[config.mk]
export PLATFORM = sky130hd
export DESIGN_NAME = lsu_multicycle
export DESIGN_NICKNAME = d
export VERILOG_FILES = /design/src/rtl/lsu_pkg.sv /design/src/rtl/lsu_lane_align.sv /design/src/rtl/lsu_multicycle.sv
export SDC_FILE = /design/constraint.sdc
export NUM_CORES = 1
export LEC_CHECK = 0
export CORE_ASPECT_RATIO = 1.75
export CORE_MARGIN = 4
export CORE_UTILIZATION = 46
export CTS_CLUSTER_SIZE = 30
export DETAILED_ROUTE_END_ITERATION = 6
export PLACE_DENSITY_LB_ADDON = 0.12
export RECOVER_POWER = 25
export SYNTH_ARGS = -nofsm -noshare
export SYNTH_HDL_FRONTEND = slang
export SYNTH_SLANG_ARGS = --single-unit
[constraint.sdc]
create_clock -name clk -period 2.55 [get_ports clk]
set_clock_uncertainty 0.05 [all_clocks]
set_input_delay 0.765 -clock clk [delete_from_list [all_inputs] [get_ports clk]]
set_output_delay 0.765 -clock clk [all_outputs]
set_load 0.02 [all_outputs]
[src/rtl/lsu_pkg.sv]
// rtl/lsu_pkg.sv - shared encodings, error codes and FSM states for the LSU
package lsu_pkg;

    localparam logic [2:0] F3_B  = 3'b000;
    localparam logic [2:0] F3_H  = 3'b001;
    localparam logic [2:0] F3_W  = 3'b010;
    localparam logic [2:0] F3_BU = 3'b100;
    localparam logic [2:0] F3_HU = 3'b101;

    localparam logic [1:0] ERR_NONE     = 2'b00;
    localparam logic [1:0] ERR_MISALIGN = 2'b01;
    localparam logic [1:0] ERR_TIMEOUT  = 2'b10;
    localparam logic [1:0] ERR_FUNCT3   = 2'b11;

    typedef enum logic [1:0] {
        ST_IDLE,
        ST_REQ,
        ST_WAIT,
        ST_DONE
    } lsu_state_t;

    // Unsigned variants have no store form, and 011/11x are not LSU encodings here.
    function automatic logic f3_illegal(input logic [2:0] f3, input logic is_store);
        logic bad;
        bad = (f3 == 3'b011) || (f3 == 3'b110) || (f3 == 3'b111) || (f3[2] && is_store);
        return bad;
    endfunction

    // Halfwords need an even address, words need a 4-byte aligned address.
    function automatic logic f3_misaligned(input logic [2:0] f3, input logic [1:0] off);
        logic mis;
        mis = 1'b0;
        case (f3)
            F3_H, F3_HU: mis = off[0];
            F3_W:        mis = (off != 2'b00);
            default:     mis = 1'b0;
        endcase
        return mis;
    endfunction

endpackage

[src/rtl/lsu_lane_align.sv]
// rtl/lsu_lane_align.sv - store lane replication/byte mask and load extract/extend
module lsu_lane_align
    import lsu_pkg::*;
#(
    parameter int XLEN = 32,
    localparam int OFF_W = $clog2(XLEN / 8),
    localparam int MASK_W = XLEN / 8
) (
    input  logic              st_is_store,
    input  logic [2:0]        st_funct3,
    input  logic [OFF_W-1:0]  st_off,
    input  logic [XLEN-1:0]   st_data,
    output logic [XLEN-1:0]   st_wdata,
    output logic [MASK_W-1:0] st_wmask,
    input  logic [2:0]        ld_funct3,
    input  logic [OFF_W-1:0]  ld_off,
    input  logic [XLEN-1:0]   ld_word,
    output logic [XLEN-1:0]   ld_result
);

    logic [XLEN-1:0] shifted;

    assign shifted = ld_word >> {ld_off, 3'b000};

    // Store data is replicated across every lane so the mask alone selects the target bytes.
    always_comb begin
        st_wdata = '0;
        st_wmask = '0;
        if (st_is_store) begin
            case (st_funct3)
                F3_B: begin
                    st_wdata = {MASK_W{st_data[7:0]}};
                    st_wmask = MASK_W'(1) << st_off;
                end
                F3_H: begin
                    st_wdata = {(XLEN / 16){st_data[15:0]}};
                    st_wmask = MASK_W'(3) << st_off;
                end
                F3_W: begin
                    st_wdata = st_data;
                    st_wmask = '1;
                end
                default: begin
                    st_wdata = '0;
                    st_wmask = '0;
                end
            endcase
        end
    end

    // Bring the addressed lane down to bit 0, then sign- or zero-extend by funct3[2].
    always_comb begin
        ld_result = '0;
        case (ld_funct3)
            F3_B:    ld_result = {{(XLEN - 8){shifted[7]}}, shifted[7:0]};
            F3_H:    ld_result = {{(XLEN - 16){shifted[15]}}, shifted[15:0]};
            F3_W:    ld_result = shifted;
            F3_BU:   ld_result = {{(XLEN - 8){1'b0}}, shifted[7:0]};
            F3_HU:   ld_result = {{(XLEN - 16){1'b0}}, shifted[15:0]};
            default: ld_result = '0;
        endcase
    end

endmodule

[src/rtl/lsu_multicycle.sv]
// rtl/lsu_multicycle.sv - multi-cycle load/store unit with memory handshake and timeout
module lsu_multicycle
    import lsu_pkg::*;
#(
    parameter int XLEN = 32,
    parameter int ADDR_W = 32,
    parameter int TIMEOUT_CYC = 255
) (
    input  logic                clk,
    input  logic                rst,
    input  logic                lsu_valid,
    output logic                lsu_ready,
    input  logic                lsu_is_store,
    input  logic [2:0]          lsu_funct3,
    input  logic [ADDR_W-1:0]   lsu_addr,
    input  logic [XLEN-1:0]     lsu_wdata,
    output logic                lsu_done,
    output logic [XLEN-1:0]     lsu_rdata,
    output logic                lsu_err,
    output logic [1:0]          lsu_err_code,
    output logic                mem_req_valid,
    input  logic                mem_req_ready,
    output logic [ADDR_W-1:0]   mem_req_addr,
    output logic                mem_req_wen,
    output logic [XLEN-1:0]     mem_req_wdata,
    output logic [XLEN/8-1:0]   mem_req_wmask,
    input  logic                mem_rsp_valid,
    input  logic [XLEN-1:0]     mem_rsp_rdata
);

    localparam int OFF_W = $clog2(XLEN / 8);
    localparam int MASK_W = XLEN / 8;
    localparam int CNT_W = $clog2(TIMEOUT_CYC + 1);
    localparam logic [CNT_W-1:0] CNT_LAST = CNT_W'(TIMEOUT_CYC - 1);

    lsu_state_t       state;
    logic [CNT_W-1:0] cnt;
    logic             r_is_store;
    logic [2:0]       r_funct3;
    logic [OFF_W-1:0] r_off;

    logic [XLEN-1:0]   st_wdata;
    logic [MASK_W-1:0] st_wmask;
    logic [XLEN-1:0]   ld_result;
    logic              acc_illegal;
    logic              acc_misaligned;

    assign acc_illegal    = f3_illegal(lsu_funct3, lsu_is_store);
    assign acc_misaligned = f3_misaligned(lsu_funct3, lsu_addr[1:0]);

    lsu_lane_align #(
        .XLEN(XLEN)
    ) u_lane_align (
        .st_is_store (lsu_is_store),
        .st_funct3   (lsu_funct3),
        .st_off      (lsu_addr[OFF_W-1:0]),
        .st_data     (lsu_wdata),
        .st_wdata    (st_wdata),
        .st_wmask    (st_wmask),
        .ld_funct3   (r_funct3),
        .ld_off      (r_off),
        .ld_word     (mem_rsp_rdata),
        .ld_result   (ld_result)
    );

    // Operation FSM: accept/decode in IDLE, hold the request in REQ, wait or time out, pulse done.
    always_ff @(posedge clk) begin
        if (!rst) begin
            state         <= ST_IDLE;
            cnt           <= '0;
            r_is_store    <= 1'b0;
            r_funct3      <= '0;
            r_off         <= '0;
            lsu_ready     <= 1'b0;
            lsu_done      <= 1'b0;
            lsu_rdata     <= '0;
            lsu_err       <= 1'b0;
            lsu_err_code  <= ERR_NONE;
            mem_req_valid <= 1'b0;
            mem_req_addr  <= '0;
            mem_req_wen   <= 1'b0;
            mem_req_wdata <= '0;
            mem_req_wmask <= '0;
        end else begin
            case (state)
                ST_IDLE: begin
                    if (lsu_valid && lsu_ready) begin
                        lsu_ready  <= 1'b0;
                        r_is_store <= lsu_is_store;
                        r_funct3   <= lsu_funct3;
                        r_off      <= lsu_addr[OFF_W-1:0];
                        if (acc_illegal) begin
                            state        <= ST_DONE;
                            lsu_done     <= 1'b1;
                            lsu_err      <= 1'b1;
                            lsu_err_code <= ERR_FUNCT3;
                            lsu_rdata    <= '0;
                        end else if (acc_misaligned) begin
                            state        <= ST_DONE;
                            lsu_done     <= 1'b1;
                            lsu_err      <= 1'b1;
                            lsu_err_code <= ERR_MISALIGN;
                            lsu_rdata    <= '0;
                        end else begin
                            state         <= ST_REQ;
                            mem_req_valid <= 1'b1;
                            mem_req_addr  <= {lsu_addr[ADDR_W-1:OFF_W], {OFF_W{1'b0}}};
                            mem_req_wen   <= lsu_is_store;
                            mem_req_wdata <= st_wdata;
                            mem_req_wmask <= st_wmask;
                        end
                    end else begin
                        lsu_ready <= 1'b1;
                    end
                end
                ST_REQ: begin
                    if (mem_req_ready) begin
                        state         <= ST_WAIT;
                        cnt           <= '0;
                        mem_req_valid <= 1'b0;
                        mem_req_addr  <= '0;
                        mem_req_wen   <= 1'b0;
                        mem_req_wdata <= '0;
                        mem_req_wmask <= '0;
                    end
                end
                ST_WAIT: begin
                    if (mem_rsp_valid) begin
                        state        <= ST_DONE;
                        lsu_done     <= 1'b1;
                        lsu_err      <= 1'b0;
                        lsu_err_code <= ERR_NONE;
                        lsu_rdata    <= r_is_store ? '0 : ld_result;
                    end else if (cnt == CNT_LAST) begin
                        state        <= ST_DONE;
                        lsu_done     <= 1'b1;
                        lsu_err      <= 1'b1;
                        lsu_err_code <= ERR_TIMEOUT;
                        lsu_rdata    <= '0;
                    end else begin
                        cnt <= cnt + CNT_W'(1);
                    end
                end
                ST_DONE: begin
                    state        <= ST_IDLE;
                    lsu_done     <= 1'b0;
                    lsu_err      <= 1'b0;
                    lsu_err_code <= ERR_NONE;
                    lsu_rdata    <= '0;
                    lsu_ready    <= 1'b1;
                end
                default: begin
                    state <= ST_IDLE;
                end
            endcase
        end
    end

endmodule

==> run summary, run 1 <==
## Status
• **status** complete, no violations

## Floorplanning
• **# IOs** 212
• **overall die height** 159 um
• **placeable core region** 12,900 sq um
• **effective utilization at floorplan** 0.469
• **DIE WIDTH** 94.6 um
• **die footprint** 15,100 sq um
• **number of rows created at floorplan** 55

## Worst setup path
• **R2R Path Start** state[1]
• **largest fanout of any net on the critical path** 18
• **Data arrival, critical path** 2670 ps
• **CP Launch Point** lsu_addr[1]
• **worst setup path category** input pin to flip-flop
• **Worst Setup Start Kind** input pin
• **R2R Setup Slk** 310 ps
• **required time of the worst setup path** 2840 ps
• **Critical Path Sink Type** flip-flop

## Power
• **worst vdd rail ir drop** 0.000665 V
• **internal power** 0.00534 W
• **Leak Pwr** 3.40 nW
• **Comb power frac** 0.415
• **sequential power share** 0.289
• **net switching share of the total power** 0.347
• **share of power burned in the clock network** 0.295
• **power density normalized to cell area** 909 nW/um^2
• **net switching power of the design** 0.00284 W

## Synth
• **Seq/Total Area, Yosys** 0.402
• **dominant synthesized flop cell** dfxtp_1
• **post-synthesis cell area** 6030 sq um
• **average cell area after synthesis** 9.17 sq um
• **gate count of the mapped netlist** 658
• **count of flip-flops with a built-in enable after synthesis** 0
• **FFs w/ async S/R, synth** 0
• **yosys warns** 0
• **Yosys reg bits** 121
• **number of distinct standard cells referenced by the synthesized netlist** 57

## Cells and area
• **core utilization of the finished layout** 0.700
• **final layout net count** 980
• **Finished Layout Cells** 1,051
• **most common cell after layout, fill and taps aside** clkdlybuf4s50_1
• **commonest cells after routing, fill and taps aside** 165 x clkdlybuf4s50_1, 121 x dfxtp_1, 76 x nand2_1
• **antenna fix cells** 0
• **relative area change from synthesis to final layout** 49.3%
• **fraction of layout instances using a drive strength above 1** 0.103

## Place
• **total half-perimeter wirelength after legalization and detailed placement** 14,000 um
• **gpl congestion** 0.892
• **port buffer count** 209
• **count of placed standard cells including taps** 1,020

## Timing
• **crit path time final** 2390 ps
• **number of endpoints with negative hold slack in the final report** 0
• **upper clock frequency limit** 0.419 GHz
• **count of pins over their slew limit** 0
• **unrepaired setup endpoints after global routing** false
• **final setup violating endpoints** 0
• **Final period util** 0.936
• **pin slew with the least headroom to its limit** 1050 ps
• **Slew HR** 0.301

## Route
• **antenna viol nets, final** 0
• **number of DRC markers in iteration 0** 297
• **number of detailed-routing iterations run before antenna repair** 6
• **Via Count** 5,937
• **via-per-instance ratio** 5.65
• **final wirelength** 19,000 um
• **final routed wire length divided by cell count** 18.0 um
• **number of remaining DRC errors** 0

## Global route
• **via count of the first global-routing pass** 6,079
• **number of antenna violations at the first check in global routing** 0
• **overall routing resource usage** 0.253
• **grt ovf** 0
• **maximum number of pins on one net before global-route repair** 76
• **first-pass GRT wire length** 30,600 um

## CTS
• **cts hold-fix bufs** 0
• **root buffer cell** clkbuf_16
• **total clock buffers created by CTS** 17
• **Clock H-tree levels** 4
• **clock edge transition at the registers on the reported setup and hold paths** 60 ps
• **clk_lat worst skew** 410 ps
• **clk sinks** 121
• **CTS tree** yes
• **clk buf depth** 2
• **buffers inserted during post-CTS setup optimization** 0

## Hold path
• **worst hold path class** flip-flop to flip-flop
• **beginning of the worst hold path** lsu_rdata[0]

## Job
• **count of maximum capacitance violations** 0

## synth_stat cells, drive strengths merged (3+ instances only)
| cell | number | area share |
|---|---|---|
| nor2b | 13 | 0.013 |
| a22o | 36 | 0.052 |
| o2bb2ai | 7 | 0.010 |
| inv | 7 | 0.0044 |
| buf | 35 | 0.040 |
| a2111o | 4 | 0.0075 |
| mux2i | 69 | 0.11 |
| a22oi | 8 | 0.010 |
| nor2 | 22 | 0.015 |
| a211oi | 19 | 0.028 |
| a221oi | 9 | 0.014 |
| dfxtp | 121 | 0.40 |
| nand4 | 11 | 0.011 |
| nand3b | 34 | 0.042 |
| nand3 | 4 | 0.0041 |
| nand2 | 76 | 0.047 |
| a21oi | 38 | 0.033 |
| a21o | 8 | 0.010 |
| nor3b | 4 | 0.0050 |
| nand2b | 5 | 0.0052 |
| o22ai | 20 | 0.022 |
| clkbuf | 29 | 0.018 |
| o21ai | 40 | 0.033 |
| ha | 6 | 0.012 |
| and3 | 3 | 0.0031 |
| or3 | 3 | 0.0031 |
## flip-flops by register name, summed over array words and instances, names as in the netlist, 2 cells and up
signal	count
r_off	2
mem_req_wdata	32
mem_req_addr	30
state	2
lsu_err_code	2
lsu_rdata	32
cnt	8
r_funct3	3
mem_req_wmask	4
## final timing paths
path                     endpoint  cells after the start
setup / recovery  mem_req_addr[7]                      7
hold / removal       lsu_rdata[0]                      2
setup reg to reg           cnt[2]                      7
hold reg to reg      lsu_rdata[0]                      2
## metrics by stage
| step | power, W | TNS (ps) | hold WS [ps] | cell area, sq um | setup WS (ps) |
|---|---|---|---|---|---|
| 6_report | 0.00819 | 0 | 396 | 9000 | 164 |
| 2_1_floorplan | 0.00456 | 0 | 402 | 6040 | 381 |
| 3_5_place_dp | 0.00578 | -26660 | 397 | 8400 | -479 |
| 4_1_cts | 0.00826 | 0 | 404 | 9010 | 53.6 |
| 5_1_grt | 0.00862 | 0 | 415 | 9000 | 46.3 |
| 3_3_place_gp | 0.00568 | -21260 | 391 | 8400 | -394 |
## timing repair
| action | in CTS | in global routing |
|---|---|---|
| pin swaps | 1 | 0 |
| hold endpoints to repair | 0 | 0 |
| endpoints found under the setup margin | 36 | 18 |
| gates cloned | 1 | 0 |
| gates resized for setup | 1 | 1 |
## kinds of logic after synthesis
family                   count (synthesis)  share of synthesized area
AO/OA/AOI/OAI                          201                      0.238
multiplexers                            70                      0.116
AND/OR/NAND/NOR                        188                      0.168
other                                    1                   0.000622
flip-flops                             121                      0.402
buffers and inverters                   71                     0.0626
adder cells (fa/ha/maj)                  6                     0.0124
## final cells by class
| class | instances | area (sq um) |
|---|---|---|
| sequential | 121 | 2420 |
| clock inverter | 9 | 123 |
| multi-input combinational | 468 | 3260 |
| fill | 1028 | 3860 |
| timing repair buffer | 254 | 2490 |
| inverter | 7 | 26.3 |
| clock buffer | 21 | 470 |
| tap | 171 | 214 |
## worst max-delay path: stages
cell,delay (ps)
clkdlybuf4s50_1,540
nor4_2,380
or3b_4,240
buf_4,140
and2_2,200
buf_12,190
mux2i_1,210
## routing by layer
metal  up-vias  wire length, um  track usage
met1      2815             6960        0.277
met4         0              508       0.0920
met5         -                0            0
met2       238            10200        0.452
li1       2852                -            -
met3        32             1310       0.0738
## power groups by stage
stage	Clock, W	Sequential (W)	Combinational [W]
after global routing	0.00255	0.00241	0.00366
after global placement	0	0.00239	0.00328
after detailed placement	0	0.00241	0.00337
after floorplan	0	0.00269	0.00187
after CTS	0.00244	0.00238	0.00344
final	0.00242	0.00237	0.00340
Note: power is estimated with default switching activity, not from simulation.
==> run 2: changes to the inputs <==
ABC_AREA = 0   (was unset)
CORE_UTILIZATION = 47   (was 46)
RECOVER_POWER = unset   (was 25)
SYNTH_HIERARCHICAL = 1   (was unset)
==> run 2 against run 1 <==
Effect of this change: routed wire length grew 16%; register-to-register slack improved by 90 ps; core utilization about the same; hold slack better by 10 ps; die area up 8.4%; global-route usage is 0.52 points higher; clock power decreased by 3%; flip-flop and latch count stayed put; final cell count is 15% higher; total power up 8.1%; non-clock buffer count rose by 10; synthesized area rose by 11%.
==> run summary, run 2 <==
## CTS
• **CTS tree** yes
• **buffers inserted during post-CTS setup optimization** 0, unchanged
• **Clock H-tree levels** 4, unchanged
• **clk buf depth** 2, unchanged
• **total clock buffers created by CTS** 17, unchanged
• **cts hold-fix bufs** 0, unchanged
• **root buffer cell** clkbuf_16
• **clk sinks** 121, unchanged
• **clock edge transition at the registers on the reported setup and hold paths** 60 ps, about the same
• **clk_lat worst skew** 410 ps, about the same
• **number of gates given a new drive strength after cts** 0, -1

## Worst setup path
• **Worst Setup Start Kind** flip-flop
• **required time of the worst setup path** 1740 ps, -1100 ps
• **Data arrival, critical path** 1540 ps, -1130 ps
• **largest fanout of any net on the critical path** 6, -12
• **worst stage delay on the critical path** 680 ps, +140 ps
• **Slowest-stage cell, CP** clkdlybuf4s50_1
• **ordered list of cells on the worst path** clkdlybuf4s50_1
• **worst setup path category** flip-flop to output pin
• **delay-heaviest family, CP** buffers and inverters
• **WP buf/inv** 1, -2
• **Critical Path Sink Type** output pin

## Place
• **standard cell area after detailed placement** 9210 sq um, +9.6%
• **Placement Setup Slack** -182 ps, +297 ps
• **gpl congestion** 0.885, -0.83%
• **total half-perimeter wirelength after legalization and detailed placement** 15,500 um, +11%
• **port buffer count** 209, unchanged

## Hold path
• **worst hold path class** flip-flop to flip-flop

## Global route
• **first-pass GRT wire length** 34,800 um, +14%
• **overall routing resource usage** 0.258, +0.00523
• **number of antenna violations at the first check in global routing** 0, unchanged
• **grt ovf** 0, unchanged
• **maximum number of pins on one net before global-route repair** 46, -39%
• **via count of the first global-routing pass** 6,796, +12%

## Timing
• **final setup slack of the worst path** 198 ps, +33.5 ps
• **Final period util** 0.923, -0.0131
• **Slew HR** 0.433, +0.132
• **total negative setup slack** 0 ps, unchanged
• **pin slew with the least headroom to its limit** 847 ps, -198 ps
• **final setup violating endpoints** 0, unchanged
• **count of pins over their slew limit** 0, unchanged
• **upper clock frequency limit** 0.425 GHz, +1.4%
• **crit path time final** 2350 ps, -33.5 ps
• **unrepaired setup endpoints after global routing** false
• **number of endpoints with negative hold slack in the final report** 0, unchanged

## Floorplanning
• **effective utilization at floorplan** 0.481, +0.0120
• **die footprint** 16,400 sq um, +8.4%
• **overall die height** 166 um, +4.2%
• **# IOs** 212, unchanged
• **placeable core region** 14,000 sq um, +8.6%
• **number of rows created at floorplan** 57, +3.6%
• **DIE WIDTH** 98.4 um, +4.0%

## Power
• **power density normalized to cell area** 905 nW/um^2, -0.52%
• **internal power** 0.00535 W, +0.14%
• **total power of the final layout** 0.00885 W, +8.1%
• **Comb power frac** 0.471, +0.056
• **Leak Pwr** 3.47 nW, +2.2%
• **sequential power share** 0.264, -0.025
• **worst vdd rail ir drop** 0.000644 V, -3.1%
• **net switching share of the total power** 0.395, +0.0481
• **share of power burned in the clock network** 0.265, -0.030
• **net switching power of the design** 0.00350 W, +23%

## Synth
• **average cell area after synthesis** 8.20 sq um, -11%
• **post-synthesis cell area** 6720 sq um, +11%
• **Yosys reg bits** 121, unchanged
• **mux share of post-synthesis cell area** 0.0942, -0.0222
• **cell type with the largest total area after synthesis** dfxtp_1
• **number of distinct standard cells referenced by the synthesized netlist** 59, +3.5%
• **yosys warns** 6, +6
• **area fraction in compound gates after synthesis** 0.230, -0.00837
• **Simple-Gate Fraction of Synth Area** 0.232, +0.0638
• **dominant synthesized flop cell** dfxtp_1
• **most repeated cell in the gate-level netlist after synthesis** nand2_1
• **Seq/Total Area, Yosys** 0.360, -0.0411
• **Synth Area in Adders** 0.0130, +0.000587
• **count of flip-flops with a built-in enable after synthesis** 0, unchanged
• **area share of the largest cell type after synthesis** 0.360, -0.0411
• **FFs w/ async S/R, synth** 0, unchanged
• **parity-gate share of the synthesized area counting xor and xnor cells** 0.00130, +0.00130
• **combinational family with the most area after synthesis** simple AND/OR/NAND/NOR gates
• **gate count of the mapped netlist** 820, +25%
• **commonest cells in the netlist** 126 x nand2_1, 121 x dfxtp_1, 117 x a21oi_1, 73 x o21ai_0, 67 x nand4b_1
• **Synth area leaders** dfxtp_1 36%, nand4b_1 8.7%, a21oi_1 8.7%

## Status
• **status** complete, no violations

## Cells and area
• **registers with the most flip-flops** lsu_rdata: 32 flops, mem_req_wdata: 32 flops, mem_req_addr: 30 flops
• **design area** 9780 sq um, +8.7%
• **commonest cells after routing, fill and taps aside** 209 x clkdlybuf4s50_1, 126 x nand2_1, 121 x dfxtp_1
• **fraction of layout instances using a drive strength above 1** 0.115, +0.0119
• **relative area change from synthesis to final layout** 45.6%
• **final layout net count** 1,131, +15%
• **most common cell after layout, fill and taps aside** clkdlybuf4s50_1
• **area taken by flip-flops and latches** 2420 sq um, unchanged
• **core utilization of the finished layout** 0.700, about the same
• **antenna fix cells** 0, unchanged
• **Filler cells** 1,160, +13%
• **footprint of the multi-input gates** 3860 sq um, +19%

## Route
• **number of detailed-routing iterations run before antenna repair** 6, unchanged
• **number of DRC markers in iteration 0** 319, +7.4%
• **topmost layer with routed signal wires** met4
• **Via Count** 6,965, +17%
• **met3 routed wirelength** 1470 um, +13%
• **via-per-instance ratio** 5.76, +2.0%
• **number of remaining DRC errors** 0, unchanged
• **metal1 wirelength** 8040 um, +16%
• **total met2 wirelength after detailed routing** 11,500 um, +13%
• **antenna viol nets, final** 0, unchanged
• **final wirelength** 21,900 um, +16%
• **final routed wire length divided by cell count** 18.1 um, +0.47%

## Job
• **count of maximum capacitance violations** 0, unchanged

[run 2: cell count changes after synthesis, moves of 16 or more]
cell and delta:
nand4b_1 +67, o211ai_1 +16, o22ai_1 -18, mux2i_1 -26
nand2_1 +50, a22o_1 -35, a21oi_1 +80, o21ai_0 +38
nand3b_1 -25, clkbuf_1 +22
[run 2: layout make-up]
| cell class | instances | area share |
|---|---|---|
| well taps | 177 | 0.0226 |
| multi-input cells | 605 | 0.394 |
| clock buffers | 18 | 0.0449 |
| inverters | 10 | 0.00384 |
| flip-flops and latches | 121 | 0.248 |
| repair buffers | 264 | 0.273 |
| clock inverters | 14 | 0.0141 |
[run 2: through the flow]
step | instances | hold WS (ps)
after floorplan | 821 | 382
after global placement | 1177 | 394
after detailed placement | 1177 | 400
after CTS | 1209 | 408
after global routing | 1209 | 434
final | 1209 | 406
[run 2: worst paths after layout]
path	slack (ps)	cells past startpoint	startpoint	endpoint
max	200	1	lsu_ready	lsu_ready
min	410	2	lsu_rdata[15]	lsu_rdata[15]
max reg2reg	400	8	state[0]	mem_req_addr[22]
min reg2reg	410	2	lsu_rdata[15]	lsu_rdata[15]
[run 2: power by group through the flow]
| stage | Combinational, W | Sequential, W | Clock [W] |
|---|---|---|---|
| after detailed placement | 0.00413 | 0.00237 | 0 |
| after global routing | 0.00443 | 0.00237 | 0.00247 |
| after floorplan | 0.00218 | 0.00264 | 0 |
| final | 0.00416 | 0.00234 | 0.00235 |
| after global placement | 0.00411 | 0.00237 | 0 |
| after CTS | 0.00414 | 0.00234 | 0.00238 |
[run 2: layer usage]
layer | up-vias | GRT usage
met5 | - | 0
met4 | 0 | 0.125
li1 | 3368 | -
met2 | 283 | 0.462
met1 | 3253 | 0.280
met3 | 61 | 0.0618
[run 2: cell families after synthesis]
family / after synthesis
xor+xnor: 1
mux: 60
flops: 121
other cells: 1
simple gates: 269
buf+inv: 95
fa+ha+maj: 7
compound gates: 266
[run 2: tightest hold or removal path, stage by stage, from the launching register on]
cell	delay (ps)
dfxtp_1	300
nand2_1	50
mux2i_1	50
==> run 3: changes to the inputs <==
CAP_MARGIN = 10   (was unset)
==> results of run 3 <==
The final DEF is identical to that of run 2; final timing and power are the same.
